## src/rtl/mprc_meta_pkg.sv

```systemverilog
// Shared sizing, coherence encoding and FSM state type for the metadata lookup block.
package mprc_meta_pkg;

  localparam int NWAYS = 4;
  localparam int IDX_W = 6;
  localparam int TAG_W = 20;
  localparam int COH_W = 2;

  // A way whose coherence state equals this value holds no valid line.
  localparam logic [COH_W-1:0] COH_INVALID = 2'b00;

  typedef enum logic [1:0] {
    IDLE = 2'b00,
    CMP  = 2'b01,
    RESP = 2'b10
  } state_e;

endpackage

```

## src/rtl/mprc_way_select.sv

```systemverilog
// Combinational hit detection and victim choice over one set's worth of metadata.
// On a hit the lowest-index hitting way wins; on a miss the lowest-index invalid
// way is the victim, falling back to the round-robin pointer when every way is valid.
module mprc_way_select #(
  parameter int NWAYS = mprc_meta_pkg::NWAYS,
  parameter int TAG_W = mprc_meta_pkg::TAG_W,
  parameter int COH_W = mprc_meta_pkg::COH_W,
  parameter int PTR_W = $clog2(NWAYS)
) (
  input  logic [NWAYS*TAG_W-1:0] way_tag_i,
  input  logic [NWAYS*COH_W-1:0] way_coh_i,
  input  logic [TAG_W-1:0]       cmp_tag_i,
  input  logic [PTR_W-1:0]       rr_ptr_i,
  output logic                   hit_o,
  output logic                   all_valid_o,
  output logic [NWAYS-1:0]       way_en_o,
  output logic [COH_W-1:0]       coh_state_o,
  output logic [TAG_W-1:0]       victim_tag_o,
  output logic [COH_W-1:0]       victim_coh_o
);
  import mprc_meta_pkg::*;

  logic [TAG_W-1:0] way_tag_s [NWAYS];
  logic [COH_W-1:0] way_coh_s [NWAYS];
  logic [PTR_W-1:0] hit_idx_s;
  logic [PTR_W-1:0] inv_idx_s;
  logic [PTR_W-1:0] vic_idx_s;
  logic [NWAYS-1:0] one_s;

  for (genvar g = 0; g < NWAYS; g++) begin : g_unpack
    assign way_tag_s[g] = way_tag_i[g*TAG_W +: TAG_W];
    assign way_coh_s[g] = way_coh_i[g*COH_W +: COH_W];
  end

  assign one_s = {{(NWAYS-1){1'b0}}, 1'b1};

  // Scan ways from high to low so the lowest-index match is the one left standing.
  always_comb begin
    hit_o        = 1'b0;
    all_valid_o  = 1'b1;
    hit_idx_s    = '0;
    inv_idx_s    = '0;
    vic_idx_s    = '0;
    way_en_o     = '0;
    coh_state_o  = '0;
    victim_tag_o = '0;
    victim_coh_o = '0;
    for (int i = NWAYS - 1; i >= 0; i--) begin
      if (way_coh_s[i] != COH_INVALID) begin
        if (way_tag_s[i] == cmp_tag_i) begin
          hit_o     = 1'b1;
          hit_idx_s = PTR_W'(i);
        end else begin
          hit_idx_s = hit_idx_s;
        end
      end else begin
        all_valid_o = 1'b0;
        inv_idx_s   = PTR_W'(i);
      end
    end
    if (hit_o) begin
      way_en_o    = one_s << hit_idx_s;
      coh_state_o = way_coh_s[hit_idx_s];
    end else begin
      vic_idx_s    = all_valid_o ? rr_ptr_i : inv_idx_s;
      way_en_o     = one_s << vic_idx_s;
      victim_tag_o = way_tag_s[vic_idx_s];
      victim_coh_o = way_coh_s[vic_idx_s];
    end
  end

endmodule

```

## src/rtl/mprc_meta_lookup.sv

```systemverilog
// Cache metadata lookup: arbitrates fills against lookups onto an external
// tag/state array, compares the returned set and reports hit or victim.
module mprc_meta_lookup #(
  parameter int NWAYS = mprc_meta_pkg::NWAYS,
  parameter int IDX_W = mprc_meta_pkg::IDX_W,
  parameter int TAG_W = mprc_meta_pkg::TAG_W,
  parameter int COH_W = mprc_meta_pkg::COH_W
) (
  input  logic                   clk,
  input  logic                   reset,
  input  logic                   req_valid,
  output logic                   req_ready,
  input  logic [IDX_W-1:0]       req_idx,
  input  logic [TAG_W-1:0]       req_tag,
  output logic                   resp_valid,
  input  logic                   resp_ready,
  output logic                   resp_hit,
  output logic [NWAYS-1:0]       resp_way_en,
  output logic [COH_W-1:0]       resp_coh_state,
  output logic [TAG_W-1:0]       resp_victim_tag,
  output logic [COH_W-1:0]       resp_victim_coh_state,
  input  logic                   fill_valid,
  output logic                   fill_ready,
  input  logic [IDX_W-1:0]       fill_idx,
  input  logic [NWAYS-1:0]       fill_way_en,
  input  logic [TAG_W-1:0]       fill_tag,
  input  logic [COH_W-1:0]       fill_coh_state,
  output logic                   meta_read_valid,
  input  logic                   meta_read_ready,
  output logic [IDX_W-1:0]       meta_read_idx,
  output logic [NWAYS-1:0]       meta_read_way_en,
  output logic                   meta_write_valid,
  input  logic                   meta_write_ready,
  output logic [IDX_W-1:0]       meta_write_idx,
  output logic [NWAYS-1:0]       meta_write_way_en,
  output logic [TAG_W-1:0]       meta_write_tag,
  output logic [COH_W-1:0]       meta_write_coh_state,
  input  logic [NWAYS*TAG_W-1:0] meta_resp_tag,
  input  logic [NWAYS*COH_W-1:0] meta_resp_coh_state
);
  import mprc_meta_pkg::*;

  localparam int PTR_W = $clog2(NWAYS);

  state_e           state_q, state_d;
  logic [IDX_W-1:0] idx_q, idx_d;
  logic [TAG_W-1:0] tag_q, tag_d;
  logic [PTR_W-1:0] rr_q, rr_d;
  logic             resp_valid_q, resp_valid_d;
  logic             resp_hit_q, resp_hit_d;
  logic [NWAYS-1:0] resp_way_en_q, resp_way_en_d;
  logic [COH_W-1:0] resp_coh_q, resp_coh_d;
  logic [TAG_W-1:0] resp_vtag_q, resp_vtag_d;
  logic [COH_W-1:0] resp_vcoh_q, resp_vcoh_d;

  logic             sel_hit_s;
  logic             sel_all_valid_s;
  logic [NWAYS-1:0] sel_way_en_s;
  logic [COH_W-1:0] sel_coh_s;
  logic [TAG_W-1:0] sel_vtag_s;
  logic [COH_W-1:0] sel_vcoh_s;

  mprc_way_select #(
    .NWAYS (NWAYS),
    .TAG_W (TAG_W),
    .COH_W (COH_W),
    .PTR_W (PTR_W)
  ) u_way_select (
    .way_tag_i    (meta_resp_tag),
    .way_coh_i    (meta_resp_coh_state),
    .cmp_tag_i    (tag_q),
    .rr_ptr_i     (rr_q),
    .hit_o        (sel_hit_s),
    .all_valid_o  (sel_all_valid_s),
    .way_en_o     (sel_way_en_s),
    .coh_state_o  (sel_coh_s),
    .victim_tag_o (sel_vtag_s),
    .victim_coh_o (sel_vcoh_s)
  );

  // Fill payload goes straight to the array write port; the read always covers the whole set.
  assign meta_write_idx        = fill_idx;
  assign meta_write_way_en     = fill_way_en;
  assign meta_write_tag        = fill_tag;
  assign meta_write_coh_state  = fill_coh_state;
  assign meta_read_way_en      = {NWAYS{1'b1}};
  assign meta_read_idx         = (state_q == IDLE) ? req_idx : idx_q;

  assign resp_valid            = resp_valid_q;
  assign resp_hit              = resp_hit_q;
  assign resp_way_en           = resp_way_en_q;
  assign resp_coh_state        = resp_coh_q;
  assign resp_victim_tag       = resp_vtag_q;
  assign resp_victim_coh_state = resp_vcoh_q;

  // Next-state, handshake and array-port control; fills win over lookups in IDLE.
  always_comb begin
    state_d          = state_q;
    idx_d            = idx_q;
    tag_d            = tag_q;
    rr_d             = rr_q;
    resp_valid_d     = resp_valid_q;
    resp_hit_d       = resp_hit_q;
    resp_way_en_d    = resp_way_en_q;
    resp_coh_d       = resp_coh_q;
    resp_vtag_d      = resp_vtag_q;
    resp_vcoh_d      = resp_vcoh_q;
    req_ready        = 1'b0;
    fill_ready       = 1'b0;
    meta_read_valid  = 1'b0;
    meta_write_valid = 1'b0;
    case (state_q)
      IDLE: begin
        fill_ready       = meta_write_ready;
        meta_write_valid = fill_valid & meta_write_ready;
        if (fill_valid) begin
          req_ready = 1'b0;
        end else begin
          req_ready = meta_read_ready;
          if (req_valid && meta_read_ready) begin
            meta_read_valid = 1'b1;
            idx_d           = req_idx;
            tag_d           = req_tag;
            state_d         = CMP;
          end else begin
            state_d = IDLE;
          end
        end
      end
      CMP: begin
        resp_valid_d  = 1'b1;
        resp_hit_d    = sel_hit_s;
        resp_way_en_d = sel_way_en_s;
        resp_coh_d    = sel_coh_s;
        resp_vtag_d   = sel_vtag_s;
        resp_vcoh_d   = sel_vcoh_s;
        if (!sel_hit_s && sel_all_valid_s) begin
          rr_d = rr_q + {{(PTR_W-1){1'b0}}, 1'b1};
        end else begin
          rr_d = rr_q;
        end
        state_d = RESP;
      end
      RESP: begin
        if (resp_ready) begin
          resp_valid_d = 1'b0;
          state_d      = IDLE;
        end else begin
          state_d = RESP;
        end
      end
      default: begin
        resp_valid_d = 1'b0;
        state_d      = IDLE;
      end
    endcase
  end

  // State, latched request and registered response, cleared asynchronously on reset.
  always_ff @(posedge clk or negedge reset) begin
    if (!reset) begin
      state_q       <= IDLE;
      idx_q         <= '0;
      tag_q         <= '0;
      rr_q          <= '0;
      resp_valid_q  <= 1'b0;
      resp_hit_q    <= 1'b0;
      resp_way_en_q <= '0;
      resp_coh_q    <= '0;
      resp_vtag_q   <= '0;
      resp_vcoh_q   <= '0;
    end else begin
      state_q       <= state_d;
      idx_q         <= idx_d;
      tag_q         <= tag_d;
      rr_q          <= rr_d;
      resp_valid_q  <= resp_valid_d;
      resp_hit_q    <= resp_hit_d;
      resp_way_en_q <= resp_way_en_d;
      resp_coh_q    <= resp_coh_d;
      resp_vtag_q   <= resp_vtag_d;
      resp_vcoh_q   <= resp_vcoh_d;
    end
  end

endmodule

```

## config.mk

```make
export PLATFORM = sky130hd
export DESIGN_NAME = mprc_meta_lookup
export DESIGN_NICKNAME = d
export VERILOG_FILES = /design/src/rtl/mprc_meta_pkg.sv /design/src/rtl/mprc_way_select.sv /design/src/rtl/mprc_meta_lookup.sv
export SDC_FILE = /design/constraint.sdc
export NUM_CORES = 1
export LEC_CHECK = 0
export ABC_AREA = 1
export CAP_MARGIN = 25
export CELL_PAD_IN_SITES_DETAIL_PLACEMENT = 1
export CELL_PAD_IN_SITES_GLOBAL_PLACEMENT = 2
export CORE_MARGIN = 3
export CORE_UTILIZATION = 21
export DETAILED_ROUTE_END_ITERATION = 6
export PLACE_DENSITY = 0.84
export SYNTH_ARGS = -nofsm -noshare
export SYNTH_HDL_FRONTEND = slang
export SYNTH_SLANG_ARGS = --single-unit
```

## constraint.sdc

```tcl
create_clock -name clk -period 2.3 [get_ports clk]
set_input_delay 0.23 -clock clk [delete_from_list [all_inputs] [get_ports clk]]
set_output_delay 0.23 -clock clk [all_outputs]
set_load 0.02 [all_outputs]
```

# Word-level counts from Yosys, hierarchy flattened
# Cells that the tools add are included.
[totals]
reg_bits = 60
ram_bits = 0
romBits = 0
wordCells = 91
output_inout_bits = 76
latch_bits = 0
input_bits = 153
n_memories = 0
[classes]
n_mul = 0
n_reduce_logical = 11
div = 0
order_cmp = 2
n_bitwise = 5
n_shift = 2
add_sub_neg = 1
mux = 52
eq_ne = 8
[ops]
columns = ["op", "n"]
rows = [
  ["20-bit == test", 4],
  ["20-bit two-way mux", 3],
  ["2-bit two-way mux", 21],
  ["20-bit binary-select mux with 2-bit select", 1],
  ["1-bit two-way mux", 21],
  ["2-bit binary-select mux with 2-bit select", 2],
  ["2-bit nonzero test", 4],
  ["1-bit by 2-bit left shift with 4-bit output, first input constant", 2],
  ["3-bit >= comparator, second input constant", 2],
  ["6-bit two-way mux", 1],
  ["2-bit NOT with 3-bit output", 2],
  ["2-bit one-hot mux with 3 select lines", 1],
  ["4-bit two-way mux", 1],
  ["2-bit inequality test, second input constant", 2],
  ["2-bit AND reduction", 2],
  ["1-bit one-hot mux with 3 select lines", 1],
  ["3-bit AND reduction", 1],
  ["2-bit by 1-bit adder with 2-bit output, second input constant", 1],
  ["2-bit by 1-bit == test with 1-bit output, second input constant", 1],
  ["2-bit == test, second input constant", 1],
  ["1-bit logical AND", 2],
  ["2-bit logical NOT", 1],
  ["1-bit NOT", 2],
  ["1-bit bitwise AND", 1],
  ["1-bit logical NOT", 1],
]

# Logic depth before layout (Yosys ltp)
[logic_depth]
word_depth = 14
ltp_mapped = 18
depth_no_buf = 17

# Hierarchy
# A second synthesis with hierarchy kept.
[hier_totals]
hier_cells = 960
hier_area_um2 = 5700.5
[modules_own_cells]
columns = ["module", "n_inst", "area_each_um2", "seq_area_each_um2", "cells_each"]
rows = [
  ["mprc_way_select", 1, 2962.8, 0.0, 631],
  ["mprc_meta_lookup", 1, 2737.6, 1501.4, 329],
]

# Least setup slack after synthesis
# Ideal clock, no wire load.
[synth_timing]
kind = "reg2out"
start = "reg state_q[1]"
end = "out meta_read_valid"
path_stages_with_launch = 8
arrival_time_ns = 1.638
n_path_buf = 2
slack_ns = 0.432
required_time_ns = 2.070
cell_sequence = "dfrtp_1 nor2_1 inv_1 nor3b_2 nand2_1 inv_2 buf_2 buf_2"
[synth_via]
elab_chain_len = 2
[synth_lines]
columns = ["element", "line", "text"]
rows = [
  ["start, declared", "mprc_meta_lookup.sv:45", "state_e state_q, state_d;"],
  ["start signal, assigned", "mprc_meta_lookup.sv:173", "state_q <= state_d;"],
  ["2-bit logical NOT", "mprc_meta_lookup.sv:112", "case (state_q)"],
  ["1-bit two-way mux", "mprc_meta_lookup.sv:112", ""],
  ["end, declared", "mprc_meta_lookup.sv:28", "output logic meta_read_valid,"],
]
# No other way between the ends.

# Worst setup path in the final report
[layout_timing]
start = "reg state_q[0]"
end = "out meta_read_idx[3]"
[layout_via]
elab_chain_len = 2
[layout_lines]
columns = ["element", "line", "text"]
rows = [
  ["2-bit logical NOT", "mprc_meta_lookup.sv:87", "assign meta_read_idx = (state_q == IDLE) ? req_idx : idx_q;"],
  ["6-bit two-way mux", "mprc_meta_lookup.sv:87", ""],
  ["end, declared", "mprc_meta_lookup.sv:30", "output logic [IDX_W-1:0] meta_read_idx,"],
]
# No other way between the ends.

==> results.md <==
Drt:
- The number of iterations in the first detailed-routing pass is 4.
- In this run the remaining antenna-violating nets after routing total 0.
- In the routed design, unresolved DRC markers number 0.
- After detailed routing, the average wire length per cell comes to about 17 um.
- Using the TritonRoute via totals, the vias-per-cell ratio works out to roughly 4.4.
- The number of DRC violations after detailed-routing iteration 0 is around 240.
- The post-detailed-routing wire length is slightly below 20000 um.
- Across all layers, the routed design uses roughly 5000 vias.

Placement:
- OpenSTA, run right after detailed placement, puts the worst setup slack at -0.04472 ns.
- The congestion estimate from routability-driven global placement came to 0.8262.
- After legalization and detailed placement, the total HPWL measured approximately 16000 um.
- During placement, the flow inserted port buffers numbering 160.

STA:
- Setup repair after global routing left no endpoint under its margin.
- Setup violations remaining at the end of the flow were counted as 0.
- The minimum clock period is about 2.1 ns.
- In the finished design, the share of the clock period the worst path needs comes to just over 90%.
- The hold slack is 0.3766 ns.
- Derived from the worst setup path, the maximum achievable clock frequency is between 400 and 500 MHz.
- The final-report max-slew violation count came to 0.
- Between clock sinks in the finished design, the worst skew comes to roughly 0.0066 ns.
- The final number of hold-violating endpoints is 0.
- The slack of the critical path is 0.1769 ns.

CTS:
- In this run, CTS created clock tree buffers numbering 9.
- The total number of clock tree sinks is 60.
- The clock reaches the later pin of the worst-skew pair after 0.34 ns.
- The number of buffers on the longest clock path is 2.
- The number of setup buffers added after CTS is 0.
- The clock root buffer master is sky130_fd_sc_hd__clkbuf_16.
- TritonCTS built the clock tree.
- The clock-pin slew of the registers on the worst-case setup and hold paths is approximately 0.060 ns.
- The number of levels the H-tree was split into is 3.

Power and ir drop:
- For this design the ratio of total power to cell area is 772.2 nW/um2.
- The design draws ~5.3 mW.
- The static power due to leakage is between 3 and 4 nW.
- VDD sags by at most 0.0002837 V.

Logic synthesis:
- Yosys attributes the largest share of cell area to sky130_fd_sc_hd__dfrtp_1 32%, sky130_fd_sc_hd__nand2_1 17%, sky130_fd_sc_hd__o21ai_0 7.0%.
- The main combinational cell family by area after synthesis is simple AND/OR/NAND/NOR gates.
- The share of the Yosys chip area taken by registers is a little under a third.
- The share of the synthesized area in the top cell type is a little under a third.
- The synthesis warning total is 0.
- Counting instances in the post-synthesis netlist gives the leading cell types as 218 x sky130_fd_sc_hd__nand2_1, 85 x sky130_fd_sc_hd__inv_1, 74 x sky130_fd_sc_hd__nor2_1.
- Among all flip-flop cells after synthesis, the most frequent one is sky130_fd_sc_hd__dfrtp_1.
- The portion of synthesized area spent on multiplexers is 0%.
- Summing the areas of all and, or, nand and nor instances in the mapped netlist gives between 20 and 30% of the synthesized area.
- The cell count after synthesis came out at between 700 and 800.
- After Yosys synthesis, XOR and XNOR cells account for ~4.8% of the synthesized area.
- The synthesized netlist devotes 0% of its cell area to adder and majority cells.
- The synthesized netlist occupies a cell area of 4765 um2.
- The most used standard cell by instance count after synthesis is sky130_fd_sc_hd__nand2_1.
- In this run, synthesis inferred 0 flip-flops with an integrated enable.
- After synthesis the netlist holds a flip-flop and latch count of 60.
- The largest area contributor in the netlist is sky130_fd_sc_hd__dfrtp_1.
- After synthesis, the mean cell area works out to around 6.5 um2.
- The synthesized netlist contains 34 unique library cells.
- Summing the areas of all compound-gate instances in the mapped netlist gives about 18% of the synthesized area.
- In the synthesized netlist the async set-or-reset flop fraction comes to 100.0%.

GRT:
- The global-route wire length before repair is around 30000 um.
- The via count of the first global-routing pass was roughly 5300.
- The remaining global-route overflow is 0.
- The global-route usage over all layers is around 16%.
- The initial antenna violation count was 1.
- Entering global routing, the biggest net connects 39 pins.

Worst setup path:
- The critical setup path kind is flop to output port.
- Data on the critical path is required at its endpoint by just over 2 ns.
- The worst setup path is captured at an output port.
- For the worst setup path, the data arrival time is between 1.5 and 2 ns.
- Along the worst path, the maximum fanout reaches 15.
- The worst setup path is launched from a flop.

Final layout:
- At the end of the flow the core is filled with cells to between 30% and 40%.
- The total number of nets in the final design is a little over 1000.
- The area added between synthesis and finish is 44.41%.
- The antenna diode count is 0.
- The ratio of cells with drive above 1 in the final layout is under 10%.
- The filler cells instantiated in the layout total approximately 2800.

Min path:
- The path class of the lowest-slack min-delay path is input port to async pin.

Die:
- The initial utilization of the core area, before any placement, comes to 21.63%.
- roughly 230 I/O pins were placed.
- The die width is roughly 160 um.
- The standard cell core area is around 22000 um2.
- The die covers between 20000 and 25000 um2.
- The die extent in y is around 160 um.
- Row generation in the floorplan step produced 54 rows.

Status:
- The run finished with clean final reports.

Flow run:
- Across the run, the number of max-cap violations was 0.
==> state kept, by name, indices dropped and copies added (netlist names) <==
name,flops
idx_q,6
resp_coh_state,2
resp_hit,1
resp_valid,1
resp_victim_coh_state,2
resp_victim_tag,20
resp_way_en,4
rr_q,2
state_q,2
tag_q,20
==> cell usage in the layout, fill, tap and decap left out, types with 6 or more instances in the layout <==
master	netlist	routed
sky130_fd_sc_hd__nand3_1	23	23
sky130_fd_sc_hd__o21ai_2	9	9
sky130_fd_sc_hd__buf_12	0	7
sky130_fd_sc_hd__nor2_1	74	74
sky130_fd_sc_hd__inv_2	10	10
sky130_fd_sc_hd__o21ai_0	67	67
sky130_fd_sc_hd__a32o_1	6	6
sky130_fd_sc_hd__a21oi_1	22	22
sky130_fd_sc_hd__buf_4	37	18
sky130_fd_sc_hd__xnor2_1	19	19
sky130_fd_sc_hd__clkdlybuf4s50_1	0	158
sky130_fd_sc_hd__clkbuf_16	0	9
sky130_fd_sc_hd__xor2_1	7	7
sky130_fd_sc_hd__inv_1	85	85
sky130_fd_sc_hd__dfrtp_1	60	60
sky130_fd_sc_hd__nand2_1	218	218
sky130_fd_sc_hd__o21ai_1	21	21
sky130_fd_sc_hd__o22ai_1	16	16
sky130_fd_sc_hd__nand2_2	7	7
==> worst paths after layout <==
kind                       cells past startpoint             endpoint        start  slack, ns
max reg2reg                                   13  resp_victim_tag[16]    tag_q[14]       0.26
min in group clk                               3            tag_q[12]  req_tag[12]       0.43
min                                            2             idx_q[3]        reset       0.38
min reg2reg                                    2              rr_q[1]      rr_q[1]       0.48
max                                            5     meta_read_idx[3]   state_q[0]       0.18
max in group asynchronous                      3  resp_victim_tag[11]        reset       1.24
==> final cells by class <==
type                            instances  area (um2)  share of cell area (%)
Multi-Input combinational cell        514        2472                   35.93
Clock buffer                           12       246.5                   3.582
Clock inverter                          4       72.57                   1.055
Inverter                               95       356.6                   5.183
Sequential cell                        60        1501                   21.82
Tap cell                              280       350.3                   5.092
Timing Repair Buffer                  186        1881                   27.33
==> per-stage QoR <==
stage,instances,cell area (um2),TNS (ns)
after floorplan,734,4776,0
after global placement,1134,6553,-0.009325
after detailed placement,1134,6553,-0.4119
after CTS,1151,6880,0
after global routing,1151,6880,0
final,1151,6880,0
==> cell families (layout without fill, tap and decap cells) <==
family                 count (synthesis)  count (layout)
flip-flops                            60              60
AND/OR/NAND/NOR                      337             337
other                                  1               4
XOR/XNOR                              26              26
buffers and inverters                160             297
AO/OA/AOI/OAI                        147             147
==> what timing repair did <==
action,in CTS,in global routing
gates resized for setup,1,0
hold buffers,1,0
hold endpoints to repair,13,0
setup endpoints to repair,1,0
==> routing by layer <==
metal | wire (um) | global-route usage [%]
met3 | 1273 | 4.812
met4 | 225 | 3.335
met2 | 9157 | 26.75
met1 | 8944 | 20.74
met5 | 13 | 0
==> critical path, cell delays in order (launching register included) <==
cell,delay [ns]
sky130_fd_sc_hd__dfrtp_1,0.38
sky130_fd_sc_hd__nor2_1,0.12
sky130_fd_sc_hd__inv_1,0.07
sky130_fd_sc_hd__buf_4,0.18
sky130_fd_sc_hd__o21ai_0,0.17
sky130_fd_sc_hd__clkdlybuf4s50_1,0.63
==> power by group <==
group / total, mW / internal (mW) / switching, mW
combinational: 2.20 / 0.998 / 1.20
clock: 1.50 / 0.977 / 0.525
sequential: 1.61 / 1.34 / 0.274
No activity file was read; power rests on OpenSTA's default activity.
